--- src/rtl/cbb_row_accumulator_pkg.sv ---
// Shared constants and FSM encoding for the IMU receive-side row accumulator.
// The dispatcher side uses the same state encoding.
package cbb_row_accumulator_pkg;

  localparam int LANE_W = 32;
  localparam int LANES  = 4;
  localparam int DATA_W = LANES * LANE_W;
  localparam int NNZ_W  = 4;
  localparam int ROW_W  = 4;

  typedef enum logic [1:0] {
    ST_IDLE  = 2'd0,
    ST_ACCUM = 2'd1,
    ST_DRAIN = 2'd2
  } acc_state_t;

endpackage

--- src/rtl/cbb_row_accumulator_if.sv ---
// Command, partial-product and finished-row channels of the row accumulator.
// master = command/IMU/output-buffer side, slave = the accumulator itself.
interface cbb_row_accumulator_if;
  import cbb_row_accumulator_pkg::*;

  logic              cmd_valid;
  logic              cmd_ready;
  logic [ROW_W-1:0]  cmd_row;
  logic [NNZ_W-1:0]  cmd_nnz;
  logic              in_valid;
  logic              in_ready;
  logic [DATA_W-1:0] in_data;
  logic              out_valid;
  logic              out_ready;
  logic [ROW_W-1:0]  out_row;
  logic [DATA_W-1:0] out_data;
  logic              err_stray;

  modport master (
    output cmd_valid, cmd_row, cmd_nnz, in_valid, in_data, out_ready,
    input  cmd_ready, in_ready, out_valid, out_row, out_data, err_stray
  );

  modport slave (
    input  cmd_valid, cmd_row, cmd_nnz, in_valid, in_data, out_ready,
    output cmd_ready, in_ready, out_valid, out_row, out_data, err_stray
  );

endinterface

--- src/rtl/cbb_row_accumulator_lane_adder.sv ---
// One accumulator lane: plain wrap-around add, carries never leave the lane.
module cbb_row_accumulator_lane_adder
  import cbb_row_accumulator_pkg::*;
#(
  parameter int WIDTH = LANE_W
) (
  input  logic [WIDTH-1:0] i_a,
  input  logic [WIDTH-1:0] i_b,
  output logic [WIDTH-1:0] o_sum
);

  assign o_sum = i_a + i_b;

endmodule

--- src/rtl/cbb_row_accumulator.sv ---
// Row accumulator: takes one command per output row, sums cmd_nnz partial
// product beats lane-wise, then holds the finished row until the output
// buffer takes it.
//
//   state    | meaning
//   ---------+--------------------------------------------------------
//   ST_IDLE  | waiting for a row command (cmd_ready=1)
//   ST_ACCUM | taking partial-product beats until remaining hits zero
//   ST_DRAIN | finished row on out_*, held until out_ready
module cbb_row_accumulator
  import cbb_row_accumulator_pkg::*;
(
  input  logic                  clk,
  input  logic                  rst,
  cbb_row_accumulator_if.slave  bus
);

  acc_state_t        r_state;
  acc_state_t        w_state_nxt;
  logic              r_cmd_ready;
  logic              r_err_stray;
  logic [ROW_W-1:0]  r_row;
  logic [NNZ_W-1:0]  r_remaining;
  logic [DATA_W-1:0] r_acc;
  logic [DATA_W-1:0] w_sum;
  logic              w_cmd_take;
  logic              w_beat_take;

  // r_cmd_ready is only set while the state register holds ST_IDLE, and stays
  // low for the first cycle after reset release, so it doubles as the IDLE
  // acceptance qualifier.
  assign w_cmd_take  = r_cmd_ready && bus.cmd_valid;
  assign w_beat_take = (r_state == ST_ACCUM) && bus.in_valid;

  for (genvar g = 0; g < LANES; g++) begin : g_lane
    cbb_row_accumulator_lane_adder #(.WIDTH(LANE_W)) u_lane_adder (
      .i_a   (r_acc[g*LANE_W +: LANE_W]),
      .i_b   (bus.in_data[g*LANE_W +: LANE_W]),
      .o_sum (w_sum[g*LANE_W +: LANE_W])
    );
  end

  // Next-state decode.
  always_comb begin
    w_state_nxt = r_state;
    case (r_state)
      ST_IDLE: begin
        if (w_cmd_take) begin
          w_state_nxt = (bus.cmd_nnz == '0) ? ST_DRAIN : ST_ACCUM;
        end
      end
      ST_ACCUM: begin
        if (w_beat_take && (r_remaining == NNZ_W'(1))) begin
          w_state_nxt = ST_DRAIN;
        end
      end
      ST_DRAIN: begin
        if (bus.out_ready) begin
          w_state_nxt = ST_IDLE;
        end
      end
      default: w_state_nxt = ST_IDLE;
    endcase
  end

  // State register and registered cmd_ready (held low while in reset).
  always_ff @(posedge clk) begin
    if (!rst) begin
      r_state     <= ST_IDLE;
      r_cmd_ready <= 1'b0;
    end else begin
      r_state     <= w_state_nxt;
      r_cmd_ready <= (w_state_nxt == ST_IDLE);
    end
  end

  // Row latch, beat counter, lane accumulators and stray-beat flag.
  always_ff @(posedge clk) begin
    if (!rst) begin
      r_row       <= '0;
      r_remaining <= '0;
      r_acc       <= '0;
      r_err_stray <= 1'b0;
    end else begin
      r_err_stray <= bus.in_valid && (r_state != ST_ACCUM);
      if (w_cmd_take) begin
        r_row       <= bus.cmd_row;
        r_remaining <= bus.cmd_nnz;
        r_acc       <= '0;
      end else if (w_beat_take) begin
        r_acc       <= w_sum;
        r_remaining <= r_remaining - NNZ_W'(1);
      end
    end
  end

  assign bus.cmd_ready = r_cmd_ready;
  assign bus.in_ready  = (r_state == ST_ACCUM);
  assign bus.out_valid = (r_state == ST_DRAIN);
  assign bus.out_row   = r_row;
  assign bus.out_data  = r_acc;
  assign bus.err_stray = r_err_stray;

endmodule

--- src/flat_wrapper.sv ---
// flat-port wrapper written by rule: the top's interface ports become plain ports
module cbb_row_accumulator_flat import cbb_row_accumulator_pkg::*;
  (clk, rst, bus_cmd_valid, bus_cmd_row, bus_cmd_nnz, bus_in_valid, bus_in_data, bus_out_ready, bus_cmd_ready, bus_in_ready, bus_out_valid, bus_out_row, bus_out_data, bus_err_stray);
  cbb_row_accumulator_if bus_i ();
  input  logic clk;
  input  logic rst;
  input wire logic [$bits(bus_i.cmd_valid)-1:0] bus_cmd_valid;
  input wire logic [$bits(bus_i.cmd_row)-1:0] bus_cmd_row;
  input wire logic [$bits(bus_i.cmd_nnz)-1:0] bus_cmd_nnz;
  input wire logic [$bits(bus_i.in_valid)-1:0] bus_in_valid;
  input wire logic [$bits(bus_i.in_data)-1:0] bus_in_data;
  input wire logic [$bits(bus_i.out_ready)-1:0] bus_out_ready;
  output wire logic [$bits(bus_i.cmd_ready)-1:0] bus_cmd_ready;
  output wire logic [$bits(bus_i.in_ready)-1:0] bus_in_ready;
  output wire logic [$bits(bus_i.out_valid)-1:0] bus_out_valid;
  output wire logic [$bits(bus_i.out_row)-1:0] bus_out_row;
  output wire logic [$bits(bus_i.out_data)-1:0] bus_out_data;
  output wire logic [$bits(bus_i.err_stray)-1:0] bus_err_stray;
  assign bus_i.cmd_valid = bus_cmd_valid;
  assign bus_i.cmd_row = bus_cmd_row;
  assign bus_i.cmd_nnz = bus_cmd_nnz;
  assign bus_i.in_valid = bus_in_valid;
  assign bus_i.in_data = bus_in_data;
  assign bus_i.out_ready = bus_out_ready;
  assign bus_cmd_ready = bus_i.cmd_ready;
  assign bus_in_ready = bus_i.in_ready;
  assign bus_out_valid = bus_i.out_valid;
  assign bus_out_row = bus_i.out_row;
  assign bus_out_data = bus_i.out_data;
  assign bus_err_stray = bus_i.err_stray;
  cbb_row_accumulator u_core (.clk(clk), .rst(rst), .bus(bus_i));
endmodule
--- config.mk ---
export PLATFORM = sky130hd
export DESIGN_NAME = cbb_row_accumulator_flat
export DESIGN_NICKNAME = d
export VERILOG_FILES = /design/src/rtl/cbb_row_accumulator_pkg.sv /design/src/rtl/cbb_row_accumulator_if.sv /design/src/rtl/cbb_row_accumulator_lane_adder.sv /design/src/rtl/cbb_row_accumulator.sv /design/src/flat_wrapper.sv
export SDC_FILE = /design/constraint.sdc
export NUM_CORES = 1
export LEC_CHECK = 0
export ABC_AREA = 0
export CORE_AREA = 2 2 194 196
export CTS_BUF_LIST = sky130_fd_sc_hd__clkbuf_2 sky130_fd_sc_hd__clkbuf_4 sky130_fd_sc_hd__clkbuf_8
export DETAILED_ROUTE_END_ITERATION = 12
export DIE_AREA = 0 0 196 198
export GPL_TIMING_DRIVEN = 1
export PLACE_DENSITY_LB_ADDON = 0.25
export SYNTH_ARGS = -nofsm -noshare
export SYNTH_HDL_FRONTEND = slang
export SYNTH_SLANG_ARGS = --single-unit
--- constraint.sdc ---
create_clock -name clk -period 2.88 [get_ports clk]
set_input_delay 0.72 -clock clk [delete_from_list [all_inputs] [get_ports clk]]
set_output_delay 0.72 -clock clk [all_outputs]
set_load 0.05 [all_outputs]
# Word level (Yosys, flattened, before mapping)
# Cells that the tools add are included.
dict set report word_totals {
  word_cells 32
  output_inout_bits 136
  register_bits 140
  inputBits 141
}
dict set report classes {
  muxes 7
  n_reduce_logical 9
  eq_ne 4
  add_sub_neg 5
  n_bitwise 1
}
# op count
set op_table {}
lappend op_table {{32-bit adder} 4}
lappend op_table {{2-bit 2-to-1 mux} 4}
lappend op_table {{4-bit 2-to-1 mux} 2}
lappend op_table {{2-bit one-hot mux with 3 select lines} 1}
lappend op_table {{4-bit by 1-bit == test with 1-bit output (second input constant)} 1}
lappend op_table {{1-bit logical AND} 4}
lappend op_table {{2-bit zero test} 2}
lappend op_table {{4-bit zero test} 1}
lappend op_table {{4-bit by 1-bit subtractor with 4-bit output (second input constant)} 1}
lappend op_table {{2-bit by 1-bit == test with 1-bit output (second input constant)} 1}
lappend op_table {{2-bit == test (second input constant)} 1}
lappend op_table {{2-bit by 1-bit inequality test with 1-bit output (second input constant)} 1}
lappend op_table {{2-bit nonzero test} 1}
lappend op_table {{2-bit OR reduction} 1}
lappend op_table {{1-bit inverter} 1}

# Longest topological paths before layout
# Gate-level depths: netlist of run 1.
dict set report logic_depth {
  depth_word 6
  ltp_mapped 11
  ltp_nobuf 11
}

# Modules after synthesis
# A second synthesis of run 1 with hierarchy kept.
dict set report hier_totals {
  cells_unflattened 1578
  hier_area_um2 11956.5
}
# module seq_area_each_um2 area_per_inst_um2 n_inst cells_each
set by_module_without_submodules {}
lappend by_module_without_submodules {cbb_row_accumulator 2802.7 5029.8 1 624}
lappend by_module_without_submodules {{cbb_row_accumulator_lane_adder (u_core.g_lane[0].u_lane_adder ...)} 0.0 1744.2 2 241}
lappend by_module_without_submodules {{cbb_row_accumulator_lane_adder (u_core.g_lane[3].u_lane_adder)} 0.0 1725.4 1 236}
lappend by_module_without_submodules {{cbb_row_accumulator_lane_adder (u_core.g_lane[2].u_lane_adder)} 0.0 1712.9 1 236}

# Least setup slack after synthesis of run 1
# OpenSTA, ideal clock, no wires.
dict set report synth_timing {
  kind {input-to-reg}
  start {in bus_in_data[96]}
  end {reg u_core.r_acc[124] (netlist: u_core.bus.out_data[124])}
  path_slack_ps -93
  stages 11
  required_ps 2752
  arrival_time_ps 2845
  n_path_buf 0
  setup_time_ps 128
  cell_sequence {ha_1 fa_1 a21oi_1 o22ai_1 o31ai_2 o2111ai_1 nand3_1 nor2_1 a311oi_1 xor2_1 o21ai_1}
}
dict set report synth_via {
  elab_chain_len 1
}
# element line_no
set synth_rtl {}
lappend synth_rtl {{start: declaration} flat_wrapper.sv:11} ;# input wire logic [$bits(bus_i.in_data)-1:0] bus_in_data;
lappend synth_rtl {{32-bit adder} cbb_row_accumulator_lane_adder.sv:12} ;# assign o_sum = i_a + i_b;
lappend synth_rtl {{end signal: assignment} cbb_row_accumulator.sv:91} ;# r_acc <= w_sum;
lappend synth_rtl {{end: declaration} cbb_row_accumulator.sv:24} ;# logic [DATA_W-1:0] r_acc;
# Every way passes these cells.
# A chain may end at the register's enable or synchronous reset.

# Worst setup path after layout of run 1
dict set report layout_timing {
  start {in bus_in_data[101]}
  end {reg u_core.r_acc[125] (netlist: u_core.bus.out_data[125])}
}
# The elaborated chain is that of the path after synthesis.

==> results of run 1 <==
-- worst min-delay path by stage --
stage                     startpoint               endpoint  cells past startpoint
6_report       u_core.bus.out_row[1]  u_core.bus.out_row[1]                      2
2_1_floorplan      u_core.r_state[1]      u_core.r_state[0]                      1
5_1_grt        u_core.bus.out_row[1]  u_core.bus.out_row[1]                      2
3_3_place_gp   u_core.bus.out_row[1]  u_core.bus.out_row[1]                      2
3_5_place_dp   u_core.bus.out_row[1]  u_core.bus.out_row[1]                      2
4_1_cts        u_core.bus.out_row[1]  u_core.bus.out_row[1]                      2
-- power by group --
group	internal, µW	switching (µW)	total, µW
logic	914	1030	1940
registers	2010	72.8	2080
clock network	1010	892	1900
total	3930	1990	5920
-- state kept, by name, indices dropped and copies added, names as in the netlist --
name,count
u_core.bus.out_data,128
u_core.bus.out_row,4
u_core.r_remaining,4
u_core.r_state,2
u_core.bus.cmd_ready,1
u_core.bus.err_stray,1
-- routing by layer --
layer	vias up	wire length, µm	global-route usage [%]	share of wire [%]
met5	-	28	0	0.071
met3	49	1747	3.577	4.5
li1	6245	-	-	-
met2	263	18330	33.85	47
met4	6	855	6.229	2.2
met1	5717	18230	25.53	47
-- cell type report --
type,instances,area (µm²),area share (%)
multi-input combinational,1205,8511,48.50
timing repair buffer,575,5100,29.06
sequential,140,2803,15.97
tap,474,593.1,3.380
clock buffer,21,276.5,1.576
clock inverter,11,166.4,0.9484
inverter,26,97.59,0.5562
-- kinds of logic (layout without fill, tap and decap cells) --
logic type | Yosys count | in the layout | synth area share [%]
simple gates | 479 | 479 | 19.73
flops | 140 | 140 | 25.68
buf+inv | 77 | 633 | 2.648
mux | 4 | 4 | 0.3669
fa+ha+maj | 130 | 130 | 15.18
xor+xnor | 102 | 102 | 8.185
compound gates | 490 | 490 | 28.21
-- critical path: stages --
cell and delay, ns:
clkdlybuf4s50_1 0.57, ha_4 0.23, o21ai_1 0.13, nand2b_1 0.08, a41o_2 0.30, buf_4 0.15, a31o_2 0.27, a22oi_2 0.18
a21oi_1 0.13, a31oi_1 0.21, xor2_1 0.17, o21ai_1 0.07
-- stage by stage --
| step | cells | hold WS [ns] | util (%) | setup WS (ns) |
|---|---|---|---|---|
| 6_report | 2452 | 0.4578 | 47.48 | 0.04278 |
| 5_1_grt | 2452 | 0.4821 | 47.48 | -0.04217 |
| 4_1_cts | 2444 | 0.4617 | 45.94 | -0.01146 |
| 3_5_place_dp | 2406 | 0.4499 | 44.20 | -0.7215 |
| 3_3_place_gp | 2406 | 0.4425 | 44.20 | -0.6662 |
| 2_1_floorplan | 1422 | 0.4729 | - | -0.007593 |
-- cells in the final DEF (no fill, tap or decap), types with 11 or more instances in the layout --
cell             count
nor3_1              16
ha_4                23
nor2b_1             13
or3_1               13
dfxtp_1            140
nor2_1              80
xnor2_1             54
ha_1               100
nand2_1            239
nand3_1             27
inv_1               26
xor2_1              48
o21a_1              18
a21oi_2             11
dlymetal6s2s_1      15
and3_1              22
a211oi_1            21
o21ai_0             37
a31oi_1             14
buf_4              294
o21ai_1             46
nand4_1             15
a21o_1              67
clkdlybuf4s50_1    255
a21oi_1            168
clkbuf_8            19
-- timing repair --
| action | 4_1_cts | 5_1_grt |
|---|---|---|
| pin swaps | 14 | 42 |
| gates resized for setup | 32 | 87 |
| endpoints found under the setup margin | 28 | 45 |
| setup buffers | 6 | 8 |
==> summary.md, run 1 <==
| Metric | Value |
|---|---|
| Number of I/O port buffers | `276` |
| Nets | `2236` |
| Core area | `36960 µm²` |
| Area of placed instances | `16330 µm²` |
| Most used DFF post-synth | `dfxtp_1` |
| Critical path type | `in -> reg` |
| Yosys cell types | `67` |
| Ys async rst share | `0%` |
| Sequential-to-total area share from yosys stat | `25.68%` |
| Worst-Margin Slew | `0.6055 ns` |
| Design area | `17550 µm²` |
| CTS clk-pin slew, worst paths | `0.08 ns` |
| Peak VDD IR | `278.8 µV` |
| Setup crit end kind | `flip-flop` |
| Max-cap violations | `0` |
| Top post-synthesis cells by area | `dfxtp_1, ha_1, nand2_1` |
| RD Place Congestion | `0.8781` |
| CTS max path bufs | `2` |
| Mapped Cells | `1422` |
| CTS Buf Count | `17` |
| H-tree levels | `4` |
| CTS root buf | `clkbuf_8` |
| Num Clock Sinks | `140` |
| Die W | `196 µm` |
| Vias in the first global route | `12110` |
| Grt ovf | `0` |
| Count leader, synth | `nand2_1` |
| Via Count | `12280` |
| Worst-path maximum fanout | `3` |
| Drt total wl | `39.19 mm` |
| Post-route setup TNS | `0 ns` |
| Worst Clk Skew | `0.01622 ns` |
| Reg2reg setup slack | `0.22 ns` |
| Hpwl dp | `30.28 mm` |
| Net count after synthesis | `1693` |
| Synth warn | `0` |
| Row count | `71` |
| Gr usage total | `19.89%` |
| Die Height | `198 µm` |
| Startpoint types | `primary input` |
| Hold Crit Class | `reg -> reg` |
| Status | `finished clean` |
| Ant. Diodes | `0` |
| DR pass1 iterations | `5` |
| Layout area overhead | `60.77%` |
| CP required | `3.25 ns` |
| DRC | `0` |
| Reg2reg start | `u_core.bus.out_data[8]` |
| Number of synthesized flops with an enable pin | `0` |
| Worst-Skew Late Latency | `0.48 ns` |
| First-pass GRT wire length | `62.05 mm` |
| Critical path data arrival time | `3.21 ns` |
| Worst r2r dst | `u_core.bus.out_data[31]` |
| Post-DR vias/cell | `5.008` |
| Post-DRT Antenna Nets | `0` |
| R2R depth | `11` |
| Die area | `38810 µm²` |
| Fin. Hold Viols | `0` |
| Min Tclk post-route | `2.837 ns` |
| P per Cell Area | `337.3 nW/µm²` |
| Crit path capture | `u_core.bus.out_data[125]` |
| Synth Cell Area | `10910 µm²` |
| Synth top cells by count | `nand2_1, a21oi_1, dfxtp_1` |
| Critical path launch point | `bus_in_data[101]` |
| Fmax | `352.5 MHz` |
| Initial Util | `29.53%` |
| Syn_area_per_cell | `7.675 µm²` |
| Share of cells above drive strength 1 | `22.04%` |
| CTS tree | `built` |
| Ports | `277` |
| Fillers | `3594` |
| Slew Limit Headroom | `59.51%` |
| Setup Viol. Count Final | `0` |
| Hold-fix buffers, CTS | `0` |
| Period Utilization, post-route | `98.51%` |
| DR WL/cell | `15.98 µm` |
| Drt first-iter violations | `408` |
| Synth top area share | `25.68%` |
| Largest area contributor in the synthesized netlist | `dfxtp_1` |
| Initial antenna violation count | `3` |
| Pleak | `0.007746 µW` |
| Slew Limit Fails | `0` |
| Largest net degree at the start of global routing | `48` |
| Tot Pwr | `5918 µW` |
| Yosys reg bits | `140` |
No activity file was read; power rests on OpenSTA's default activity.
==> run 2: changes to the inputs <==
--- a/config.mk
+++ b/config.mk
@@ -8,6 +8,7 @@
 export ABC_AREA = 0
 export CORE_AREA = 2 2 194 196
 export CTS_BUF_LIST = sky130_fd_sc_hd__clkbuf_2 sky130_fd_sc_hd__clkbuf_4 sky130_fd_sc_hd__clkbuf_8
+export CTS_CLUSTER_SIZE = 8
 export DETAILED_ROUTE_END_ITERATION = 12
 export DIE_AREA = 0 0 196 198
 export GPL_TIMING_DRIVEN = 1
==> results of run 2 <==
Same layout as run 1: the final DEF is identical, and so are final timing and power.
==> run 3: changes to the inputs <==
--- a/config.mk
+++ b/config.mk
@@ -16,3 +16,4 @@
 export SYNTH_ARGS = -nofsm -noshare
 export SYNTH_HDL_FRONTEND = slang
 export SYNTH_SLANG_ARGS = --single-unit
+export TNS_END_PERCENT = 30
==> run 3 against run 2 <==
Count of clock-buffer cells in the layout shrank 2; maximum frequency grew 0.46%; critical path depth grew 1; largest power group unchanged; highest routed layer unchanged.
==> summary.md, run 3 (synthesized netlist as in run 1, its figures left out) <==
| Metric | Value |
|---|---|
| Sw Ratio | `33.09%` |
| Setup crit end kind | `flip-flop` |
| Sw power | `1960 µW` |
| Reg2reg setup slack | `0.14 ns` |
| Post-DRT Antenna Nets | `0` |
| CTS tree | `built` |
| Critical path data arrival time | `3.19 ns` |
| Pleak | `0.007711 µW` |
| Vias in the first global route | `12220` |
| Post-DR vias/cell | `5.088` |
| Worst path bufs/invs | `4` |
| Max-cap violations | `0` |
| Fin. Hold Viols | `0` |
| RSZ-0062 raised after global routing | `yes` |
| Drt total wl | `39.86 mm` |
| First-pass GRT wire length | `62.42 mm` |
| Startpoint types | `primary input` |
| CTS clk-pin slew, worst paths | `0.08 ns` |
| Worst r2r dst | `u_core.bus.out_data[127]` |
| Hold EP | `u_core.bus.out_row[0]` |
| Flop pwr share | `35.1%` |
| Hpwl dp | `30.64 mm` |
| Min Tclk post-route | `2.824 ns` |
| R2R depth | `10` |
| P per Cell Area | `339.5 nW/µm²` |
| Num Clock Sinks | `140` |
| Initial antenna violation count | `2` |
| Slew Limit Headroom | `18.89%` |
| Worst Clk Skew | `0.009209 ns` |
| Hold Path Stages | `2` |
| H-tree levels | `4` |
| DRC | `0` |
| Nets | `2226` |
| CP required | `3.25 ns` |
| CTS Buf Count | `17` |
| Largest net degree at the start of global routing | `53` |
| DR WL/cell | `16.32 µm` |
| Layout area overhead | `59.83%` |
| Gate power share | `32.7%` |
| Die W | `196 µm` |
| Die Height | `198 µm` |
| Clock share of power | `32.2%` |
| Critical path type | `in -> reg` |
| Status | `finished clean` |
| Post-route setup TNS | `0 ns` |
| Ports | `277` |
| DP Cell Count | `2398` |
| Hold Crit Class | `reg -> reg` |
| Worst-path maximum fanout | `5` |
| Worst-Margin Slew | `1.214 ns` |
| Fmax | `354.1 MHz` |
| Core area | `36960 µm²` |
| Fillers | `3596` |
| Peak VDD IR | `290.1 µV` |
| RD Place Congestion | `0.8662` |
| Period Utilization, post-route | `98.07%` |
| Worst-Skew Late Latency | `0.48 ns` |
| Finished Layout Cells | `2442` |
| Most used cell, CP | `buf_4` |
| Commonest non-fill, non-tap cell in the layout | `buf_4` |
| Reg2reg start | `u_core.bus.out_data[97]` |
| Gr usage total | `20.06%` |
| Grt ovf | `0` |
| Max incr delay on CP | `0.43 ns` |
| Design area | `17440 µm²` |
| Number of I/O port buffers | `276` |
| Critical-path top delay cell | `clkdlybuf4s50_1` |
| Most frequent cells in the layout | `buf_4, clkdlybuf4s50_1, nand2_1, a21oi_1, dfxtp_1` |
| CTS root buf | `clkbuf_8` |
| DR pass1 iterations | `7` |
| Tot Pwr | `5923 µW` |
| CP Cell Sequence | `clkdlybuf4s50_1 -> ha_1 -> buf_4 -> a21oi_1 -> o2111ai_2 -> o21ai_1 -> buf_4 -> buf_4 -> a211oi_2 -> o22ai_1 -> o31a_1 -> mux2i_1 -> o22ai_1` |
| Via Count | `12420` |
| Slew Limit Fails | `0` |
| Top delay family on crit path | `compound AO/OA/AOI/OAI gates` |
| Largest register FFs | `128` |
| Setup Viol. Count Final | `0` |
| Share of cells above drive strength 1 | `21.40%` |
| CTS max path bufs | `2` |
| Initial Util | `29.53%` |
| Drt first-iter violations | `566` |
| P_int | `3963 µW` |
| Area of placed instances | `16250 µm²` |
| Min-delay src | `u_core.bus.out_row[0]` |
| Die area | `38810 µm²` |
| Row count | `71` |
==> run 3: changes by cell type in the layout (fill, tap and decap cells not counted), moves of 4 or more <==
| cell | previous run | this run |
|---|---|---|
| ha_2 | 3 | 7 |
| o21ai_1 | 46 | 51 |
| a21oi_2 | 11 | 16 |
| buf_4 | 294 | 285 |
==> run 3: power by group through the flow <==
stage	Combinational (µW)	Sequential, µW	Clock [µW]
3_5_place_dp	1850	2120	0
6_report	1940	2080	1910
5_1_grt	2100	2090	2060
3_3_place_gp	1840	2120	0
4_1_cts	1880	2080	2000
2_1_floorplan	798	2320	0
==> run 3: layer usage <==
layer / up-vias / wire, µm / global-route usage (%)
li1: 6238 / - / -
met1: 5860 / 18160 / 25.41
met2: 285 / 18920 / 34.55
met3: 39 / 1993 / 3.781
met4: 2 / 767 / 6.033
met5: - / 15 / 0
==> run 3: worst max-delay path by stage <==
stage                                 from                        to  slack (ns)  cells past startpoint
after global placement     bus_in_data[97]  u_core.bus.out_data[125]       -0.71                     11
final                      bus_in_data[74]   u_core.bus.out_data[93]        0.06                     13
after floorplan            bus_in_data[64]   u_core.bus.out_data[94]       -0.04                     11
after CTS                   bus_in_data[7]   u_core.bus.out_data[31]       -0.02                     12
after global routing      bus_in_data[108]  u_core.bus.out_data[127]       -0.03                     11
after detailed placement   bus_in_data[97]  u_core.bus.out_data[125]       -0.75                     11
==> run 3: repair_timing <==
action	in CTS	in global routing
buffers inserted	1	12
setup endpoints to repair	36	43
hold endpoints to repair	0	0
hold buffers	0	0
pin swaps	20	55
resized for setup	42	82
==> run 3: worst min-delay path, cell delays in order, from the launching register on <==
cell and delay (ns):
dfxtp_1 0.32, nand2_1 0.05, a21oi_1 0.05
==> run 3: stage by stage <==
| step | hold WS, ns | setup WS, ns | utilization (%) |
|---|---|---|---|
| 5_1_grt | 0.4978 | -0.02681 | 47.20 |
| 6_report | 0.4606 | 0.05564 | 47.20 |
| 3_5_place_dp | 0.4514 | -0.7496 | 43.97 |
| 4_1_cts | 0.4640 | -0.02482 | 45.82 |
| 3_3_place_gp | 0.4455 | -0.7076 | 43.97 |
| 2_1_floorplan | 0.4729 | -0.03588 | - |
==> run 3: layout make-up <==
| cell class | count | area [µm²] | share of cell area (%) |
|---|---|---|---|
| diodes | 1 | 2.502 | 0.01435 |
| repair buffers | 565 | 5016 | 28.75 |
| well taps | 474 | 593.1 | 3.400 |
| multi-input cells | 1205 | 8482 | 48.62 |
| clock buffers | 19 | 255.2 | 1.463 |
| inverters | 26 | 97.59 | 0.5595 |
| flip-flops and latches | 140 | 2803 | 16.07 |
| clock inverters | 12 | 195.2 | 1.119 |
